`config.mk`:
```
export PLATFORM = sky130hd
export DESIGN_NAME = bus_mux_n
export DESIGN_NICKNAME = d
export VERILOG_FILES = /design/src/rtl/bus_mux_n.sv
export SDC_FILE = /design/constraint.sdc
export NUM_CORES = 1
export LEC_CHECK = 0
export BUFFER_PORTS_ARGS = -buffer_cell sky130_fd_sc_hd__buf_2
export CORE_AREA = 2 2 324 326
export CTS_BUF_LIST = sky130_fd_sc_hd__clkbuf_8
export CTS_CLUSTER_SIZE = 30
export DETAILED_ROUTE_END_ITERATION = 10
export DIE_AREA = 0 0 326 328
export GPL_TIMING_DRIVEN = 0
export HOLD_SLACK_MARGIN = 0.05
export PLACE_DENSITY = 0.3
export SLEW_MARGIN = 20
export SYNTH_ARGS = -nofsm -noshare
export SYNTH_HDL_FRONTEND = slang
export SYNTH_SLANG_ARGS = --single-unit
```
`constraint.sdc`:
```
create_clock -name clk -period 1.8 [get_ports clk]
set_input_delay 0.18 -clock clk [delete_from_list [all_inputs] [get_ports clk]]
set_output_delay 0.18 -clock clk [all_outputs]
set_load 0.02 [all_outputs]
```
`src/rtl/bus_mux_n.sv`:
```
// Registered N-source bus multiplexer with fixed lowest-index priority,
// configurable idle/conflict behaviour and multi-driver conflict tracking.
module bus_mux_n #(
   parameter int WIDTH         = 32,
   parameter int NSRC          = 24,
   parameter bit HOLD_ON_IDLE  = 1'b1,
   parameter bit CONFLICT_HOLD = 1'b0,
   parameter int SW            = $clog2(NSRC)
) (
   input  logic                  clk,
   input  logic                  clr,
   input  logic [NSRC*WIDTH-1:0] src_in,
   input  logic [NSRC-1:0]       src_en,
   input  logic                  err_clr,
   output logic [WIDTH-1:0]      bus_out,
   output logic                  bus_valid,
   output logic [SW-1:0]         bus_src,
   output logic                  conflict,
   output logic                  conflict_sticky,
   output logic [7:0]            conflict_count
);

   localparam logic [NSRC-1:0] EN_ONE = NSRC'(1);

   logic [SW-1:0]    sel;
   logic [WIDTH-1:0] sel_word;
   logic             any;
   logic             multi;
   logic             take;

   // NOTE: defaults are assigned before the loop so no path leaves sel/sel_word
   // unassigned, which would otherwise infer latches.
   always_comb begin
      sel      = '0;
      sel_word = '0;
      // Scanning downward lets the lowest set index overwrite higher ones.
      for (int i = NSRC - 1; i >= 0; i--) begin
         if (src_en[i]) begin
            sel      = SW'(i);
            sel_word = src_in[i*WIDTH +: WIDTH];
         end
      end
   end

   assign any   = |src_en;
   assign multi = |(src_en & (src_en - EN_ONE));
   assign take  = any && !(multi && CONFLICT_HOLD);

   // NOTE: all state updates use non-blocking assignments so every register
   // samples pre-edge values regardless of statement order.
   always_ff @(posedge clk or posedge clr) begin
      if (clr) begin
         bus_out         <= '0;
         bus_valid       <= 1'b0;
         bus_src         <= '0;
         conflict        <= 1'b0;
         conflict_sticky <= 1'b0;
         conflict_count  <= 8'd0;
      end else begin
         conflict <= multi;

         if (take) begin
            bus_out   <= sel_word;
            bus_src   <= sel;
            bus_valid <= 1'b1;
         end else begin
            bus_valid <= 1'b0;
            if (!any && !HOLD_ON_IDLE)
               bus_out <= '0;
         end

         // A clear coinciding with a conflict restarts the status at one event.
         if (err_clr) begin
            conflict_sticky <= multi;
            conflict_count  <= multi ? 8'd1 : 8'd0;
         end else if (multi) begin
            conflict_sticky <= 1'b1;
            if (conflict_count != 8'hFF)
               conflict_count <= conflict_count + 8'd1;
         end
      end
   end

endmodule

```
==> flow_metrics.env, run 1 <==
export IMPL_fp_row_count=118
export IMPL_worstSkewPairLatency_ns=0.36
export IMPL_antenna_found_initial=47
export IMPL_die_area_um2=107000
export IMPL_gp_congestion=0.911
export IMPL_fin_setup_tns_ns=-6.67
export IMPL_vias_per_cell=4.39
export IMPL_start_kind="primary input"
export IMPL_grt_max_degree=31
export IMPL_grtUsageTotal=0.194
export IMPL_p_seq_frac=0.187
export IMPL_synth_area_top_cells="a221oi_1 (18%), dfrtp_1 (13%), a21oi_1 (9.3%), nor2b_1 (8.8%), o31ai_1 (8.1%)"
export IMPL_yosysTopAreaCell="a221oi_1"
export IMPL_synth_edf_count=0
export IMPL_syn_inst=1356
export IMPL_fin_total_pwr_mw=6.56
export IMPL_route_detailed_drc=0
export IMPL_max_slew_margin=0.414
export IMPL_yosysWarnings=0
export IMPL_clock_path_buffers=2
export IMPL_layout_drive_gt1_share=0.549
export IMPL_grt_first_pass_wirelength_um=143000
export IMPL_p_int_mw=3.32
export IMPL_synth_cell_types=51
export IMPL_fp_coreArea_um2=103000
export IMPL_antenna_left=0
export IMPL_peakVddDrop_uv=233
export IMPL_fin_ws_ns=-0.255
export IMPL_fmax_mhz=487
export IMPL_end_kind="flip-flop"
export IMPL_status="finished with violations"
export IMPL_combinationalPowerShare=0.668
export IMPL_place_ws_ns=-2.64
export IMPL_switching_share=0.494
export IMPL_holdCritPathClass="primary input to flip-flop"
export IMPL_setup_viol=40
export IMPL_violations="setup timing"
export IMPL_dp_hpwl_um=94100
export IMPL_portBuffers=835
export IMPL_netlist_area_leader_share=0.184
export IMPL_root_buffer="clkbuf_8"
export IMPL_htree_levels=2
export IMPL_clkSinkCount=48
export IMPL_ys_seq_elements=48
export IMPL_nNetsFinal=3039
export IMPL_worstSetupPathType="primary input to flip-flop"
export IMPL_synth_nets=2152
export IMPL_finalMaxSlewViolations=0
export IMPL_min_delay_path_depth=3
export IMPL_grt_setup_unrepaired="yes"
export IMPL_dr_pass1_iters=5
export IMPL_min_period_ns=2.06
export IMPL_clockPowerShare=0.145
export IMPL_wire_per_inst_um=30.1
export IMPL_max_slew_worst_pin_slew_ns=0.879
export IMPL_synth_avg_cell_area_um2=6.76
export IMPL_io_pins=843
export IMPL_synth_common_cells="a221oi_1 (192), a21oi_1 (171), clkbuf_1 (166), o21ai_0 (137), nor2b_1 (129)"
export IMPL_clkTransAtPathRegs_ns=0.14
export IMPL_drv_cap=0
export IMPL_async_flop_share=1.00
export IMPL_min_period_over_period=1.14
export IMPL_crit_arrival_ns=2.29
export IMPL_dr_total_vias=15940
export IMPL_net_switching_power_mw=3.24
export IMPL_grt_pass1_vias=16520
export IMPL_rr_worst_depth=6
export IMPL_netlist_area_um2=9160
export IMPL_synthToLayoutAreaGrowth_pct=100
export IMPL_drt_iter0_markers=887
export IMPL_cp_required_ns=2.03
export IMPL_dieHeight_um=328
export IMPL_p_per_area_nw_per_um2=357
export IMPL_start_util=0.0888
export IMPL_cp_max_fo=10
export IMPL_numCtsBuffers=5
export IMPL_synth_most_common_cell="a221oi_1"
export IMPL_hold_viol_final=0
export IMPL_overflow=0
export IMPL_skew_ns=0.00429
export IMPL_cts_tree="yes"
export IMPL_synth_flop_cell="dfrtp_1"
export IMPL_ys_seq_area_frac=0.131
export IMPL_p_leak_nw=7.52
export IMPL_drt_wl_total_um=109000
export IMPL_fp_dieW_um=326
-- cell usage in the layout, fill, tap and decap left out, types with 36 or more instances in the layout --
| cell | count |
|---|---|
| a21oi_1 | 164 |
| a221oi_1 | 140 |
| a221oi_2 | 41 |
| buf_2 | 827 |
| buf_4 | 36 |
| clkbuf_1 | 36 |
| clkbuf_2 | 57 |
| dfrtp_1 | 48 |
| inv_1 | 74 |
| nor2_1 | 50 |
| nor2b_1 | 127 |
| nor3_1 | 61 |
| o21ai_0 | 117 |
| o31ai_4 | 39 |
-- power groups by stage --
| stage | sequential [mW] | clock [mW] | combinational [mW] |
|---|---|---|---|
| after floorplan | 1.34 | 0 | 1.33 |
| after global placement | 1.24 | 0 | 3.64 |
| after detailed placement | 1.25 | 0 | 3.64 |
| after CTS | 1.22 | 1.04 | 4.19 |
| after global routing | 1.24 | 1.04 | 4.67 |
| final | 1.23 | 0.953 | 4.38 |
-- final timing paths --
| check | from | endpoint | slack, ns |
|---|---|---|---|
| setup / recovery | src_en[8] | conflict_count[6]$_DFFE_PP0P_ | -0.26 |
| hold / removal | src_en[2] | bus_src[0]$_DFFE_PP0P_ | 0.14 |
| setup reg to reg | conflict_count[4]$_DFFE_PP0P_ | conflict_count[5]$_DFFE_PP0P_ | 0.06 |
| hold reg to reg | conflict_count[6]$_DFFE_PP0P_ | conflict_count[6]$_DFFE_PP0P_ | 0.52 |
| max in group asynchronous | clr | bus_out[13]$_DFFE_PP0P_ | 0.94 |
| min in group asynchronous | clr | bus_out[28]$_DFFE_PP0P_ | 0.28 |
-- metal layers --
layer / GRT usage / wire [um] / up-vias
met4: 0.0421 / 2510 / 36
li1: - / - / 7218
met3: 0.0361 / 6750 / 130
met5: 0 / 251 / -
met1: 0.242 / 45800 / 7834
met2: 0.343 / 54000 / 722
-- kinds of logic after synthesis --
| logic type | after synthesis | synth area share |
|---|---|---|
| compound gates | 751 | 0.570 |
| fa+ha+maj | 2 | 0.00246 |
| flops | 48 | 0.131 |
| simple gates | 308 | 0.193 |
| buf+inv | 246 | 0.102 |
| mux | 1 | 0.00109 |
-- final cells by class --
class / count / area [um^2]
flip-flops and latches: 48 / 1200
plain buffers: 166 / 1340
repair buffers: 884 / 4850
clock buffers: 5 / 68.8
inverters: 76 / 290
well taps: 1380 / 1730
multi-input cells: 1062 / 8820
diodes: 10 / 25.0
fillers: 12004 / 84800
clock inverters: 3 / 38.8
-- per-stage QoR --
| step | util | hold slack [ns] | cell area (um^2) | std cells |
|---|---|---|---|---|
| floorplan | - | 0.356 | 9220 | 1356 |
| global placement | 0.147 | 0.470 | 15100 | 3571 |
| detailed placement | 0.147 | 0.176 | 15200 | 3572 |
| CTS | 0.169 | 0.109 | 17500 | 3610 |
| global route | 0.178 | 0.140 | 18400 | 3629 |
| finish | 0.178 | 0.142 | 18400 | 3634 |
-- worst max-delay path, stage by stage --
cell and delay (ns):
clkbuf_16 0.15, nor4_4 0.29, buf_4 0.19, nand4_1 0.09
a222oi_1 0.47, nand3_1 0.22, nor4_4 0.19, buf_6 0.18
buf_4 0.14, o21ba_2 0.14, a211oi_2 0.04
-- state kept, by name (all words and copies together), names as in the netlist --
name,cells
bus_valid,1
bus_out,32
conflict_count,8
bus_src,5
conflict_sticky,1
conflict,1
-- what timing repair did --
action / 4_1_cts / 5_1_grt
gates cloned: 3 / 3
pin swaps: 107 / 46
gates resized for setup: 440 / 143
hold buffers: 2 / 0
setup endpoints to repair: 44 / 44
hold endpoints to repair: 19 / 0
buffers inserted: 29 / 11
Power figures use the tool's default switching activity.
==> run 2, diff against run 1 <==
--- a/config.mk
+++ b/config.mk
@@ -7,7 +7,6 @@
 export LEC_CHECK = 0
 export BUFFER_PORTS_ARGS = -buffer_cell sky130_fd_sc_hd__buf_2
 export CORE_AREA = 2 2 324 326
-export CTS_BUF_LIST = sky130_fd_sc_hd__clkbuf_8
 export CTS_CLUSTER_SIZE = 30
 export DETAILED_ROUTE_END_ITERATION = 10
 export DIE_AREA = 0 0 326 328
==> constraint.sdc (replaced) <==
create_clock -name clk -period 1.8 [get_ports clk]
set_input_delay 0.18 -clock clk [delete_from_list [all_inputs] [get_ports clk]]
set_output_delay 0.18 -clock clk [all_outputs]
set_load 0.05 [all_outputs]
==> flow_metrics.env, run 2 (synthesized netlist as in run 1, its figures left out) <==
export IMPL_status="finished with violations"
export IMPL_violations="setup timing"
export IMPL_fin_ws_ns=-0.293
export IMPL_hold_end="conflict_count[1]$_DFFE_PP0P_"
export IMPL_antenna_left=0
export IMPL_skew_ns=0.00169
export IMPL_setup_viol=25
export IMPL_largest_reg_flops=32
export IMPL_worstSkewPairLatency_ns=0.32
export IMPL_reg2reg_slack_ns=-0.04
export IMPL_max_stage_delay_ns=0.40
export IMPL_gp_congestion=0.896
export IMPL_vias_per_cell=4.39
export IMPL_use_met2=0.344
export IMPL_reg2reg_to="conflict_count[4]$_DFFE_PP0P_"
export IMPL_dieHeight_um=328
export IMPL_regToRegStartpoint="conflict_count[2]$_DFFE_PP0P_"
export IMPL_antenna_found_initial=50
export IMPL_hp_start="err_clr"
export IMPL_max_slew_margin=0.437
export IMPL_clkTransAtPathRegs_ns=0.08
export IMPL_min_period_ns=2.09
export IMPL_utilization=0.181
export IMPL_dp_hpwl_um=93100
export IMPL_peakVddDrop_uv=325
export IMPL_largest_registers="bus_out: 32 flops, conflict_count: 8 flops, bus_src: 5 flops"
export IMPL_grt_pass1_vias=16955
export IMPL_drv_cap=0
export IMPL_path_cells="buf_12 -> nor4_4 -> nand4_1 -> buf_6 -> o41ai_4 -> nand3_2 -> nor4_4 -> buf_6 -> buf_12 -> nor2b_4 -> o32ai_2"
export IMPL_grtUsageTotal=0.192
export IMPL_switching_share=0.502
export IMPL_root_buffer="clkbuf_16"
export IMPL_portBuffers=835
export IMPL_synthToLayoutAreaGrowth_pct=104
export IMPL_numCtsBuffers=5
export IMPL_rr_worst_depth=6
export IMPL_crit_arrival_ns=2.32
export IMPL_regMostFlops="bus_out"
export IMPL_dr_total_vias=15956
export IMPL_start_util=0.0888
export IMPL_wire_per_inst_um=29.8
export IMPL_overflow=0
export IMPL_max_slew_worst_pin_slew_ns=0.844
export IMPL_layout_drive_gt1_share=0.583
export IMPL_drt_wl_total_um=108000
export IMPL_place_ws_ns=-2.71
export IMPL_finalMaxSlewViolations=0
export IMPL_die_area_um2=107000
export IMPL_fp_coreArea_um2=103000
export IMPL_net_switching_power_mw=3.52
export IMPL_hold_viol_final=0
export IMPL_route_detailed_drc=0
export IMPL_cp_required_ns=2.03
export IMPL_p_int_mw=3.50
export IMPL_p_per_area_nw_per_um2=376
export IMPL_n_fill_cell=11925
export IMPL_clkSinkCount=48
export IMPL_end_kind="flip-flop"
export IMPL_grt_first_pass_wirelength_um=143000
export IMPL_grt_setup_unrepaired="yes"
export IMPL_io_pins=843
export IMPL_cp_max_fo=4
export IMPL_whs_ns=0.136
export IMPL_final_common_cell="buf_2"
export IMPL_layout_common_cells="buf_2 (836), a21oi_1 (162), nor2b_1 (126)"
export IMPL_nNetsFinal=3039
export IMPL_fin_total_pwr_mw=7.01
export IMPL_gr_usage_met3=0.0383
export IMPL_clock_path_buffers=2
export IMPL_htree_levels=2
export IMPL_p_seq_frac=0.174
export IMPL_grt_max_degree=32
export IMPL_worstSetupPathType="primary input to flip-flop"
export IMPL_holdCritPathClass="primary input to flip-flop"
export IMPL_min_delay_path_depth=3
export IMPL_combinationalPowerShare=0.666
export IMPL_cts_tree="yes"
export IMPL_fp_row_count=118
export IMPL_busiest_layer="met2"
export IMPL_slowest_stage="o41ai_4"
export IMPL_use_met1=0.235
export IMPL_dr_pass1_iters=8
export IMPL_start_kind="primary input"
export IMPL_fmax_mhz=478
export IMPL_min_period_over_period=1.16
export IMPL_p_leak_nw=7.62
export IMPL_drt_iter0_markers=996
export IMPL_clockPowerShare=0.160
export IMPL_fp_dieW_um=326
-- run 2: worst max-delay path by stage --
stage	start	endpoint	slack (ns)	depth (start not counted)
floorplan	src_en[8]	conflict_count[6]$_DFFE_PP0P_	-0.26	9
global placement	src_en[10]	bus_out[21]$_DFFE_PP0P_	-3.15	9
detailed placement	src_en[10]	bus_out[21]$_DFFE_PP0P_	-2.71	9
CTS	src_en[4]	conflict_count[0]$_DFFE_PP0P_	-0.28	11
global route	src_en[4]	conflict_count[0]$_DFFE_PP0P_	-0.35	11
finish	src_en[4]	conflict_count[0]$_DFFE_PP0P_	-0.29	11
-- run 2: timing repair --
action | 4_1_cts | 5_1_grt
setup endpoints to repair | 46 | 44
gates resized for setup | 523 | 163
gates cloned | 1 | 0
hold endpoints to repair | 17 | 0
hold buffers | 1 | 0
buffers inserted | 45 | 4
pin swaps | 132 | 66
-- run 2: critical path, delay by kind of cell --
kind	cells	cell delay, ns
AOI/OAI and AO/OA	2	0.66
buffers and inverters	4	0.56
and+or+nand+nor	5	0.91
-- run 2: routing by layer --
layer,part of all wire,vias to the layer above
li1,-,7208
met1,0.42,7839
met2,0.50,748
met3,0.062,133
met4,0.022,28
met5,0.0016,-
-- run 2: area by class of cell --
type                            count  area [um^2]  share of cell area
Clock inverter                      2         15.0            0.000804
Tap cell                         1380         1730              0.0925
Sequential cell                    48         1200              0.0643
Clock buffer                        6          139             0.00744
Antenna cell                        8         20.0             0.00107
Buffer                            163         1320              0.0704
Inverter                           76          288              0.0154
Multi-Input combinational cell   1062         9170               0.491
Timing Repair Buffer              887         4790               0.257
-- run 2: through the flow --
step	cell area (um^2)	instances	setup TNS (ns)
2_1_floorplan	9220	1356	-5.57
3_3_place_gp	15100	3571	-144.43
3_5_place_dp	15200	3573	-81.56
4_1_cts	18000	3624	-3.96
5_1_grt	18700	3628	-5.41
6_report	18700	3632	-3.51
-- run 2: power by group through the flow --
stage	clock network, mW	logic, mW	registers, mW
after floorplan	0	1.33	1.53
after global routing	1.23	4.94	1.23
after CTS	1.21	4.52	1.22
after detailed placement	0	3.84	1.24
final	1.12	4.67	1.22
after global placement	0	3.83	1.24
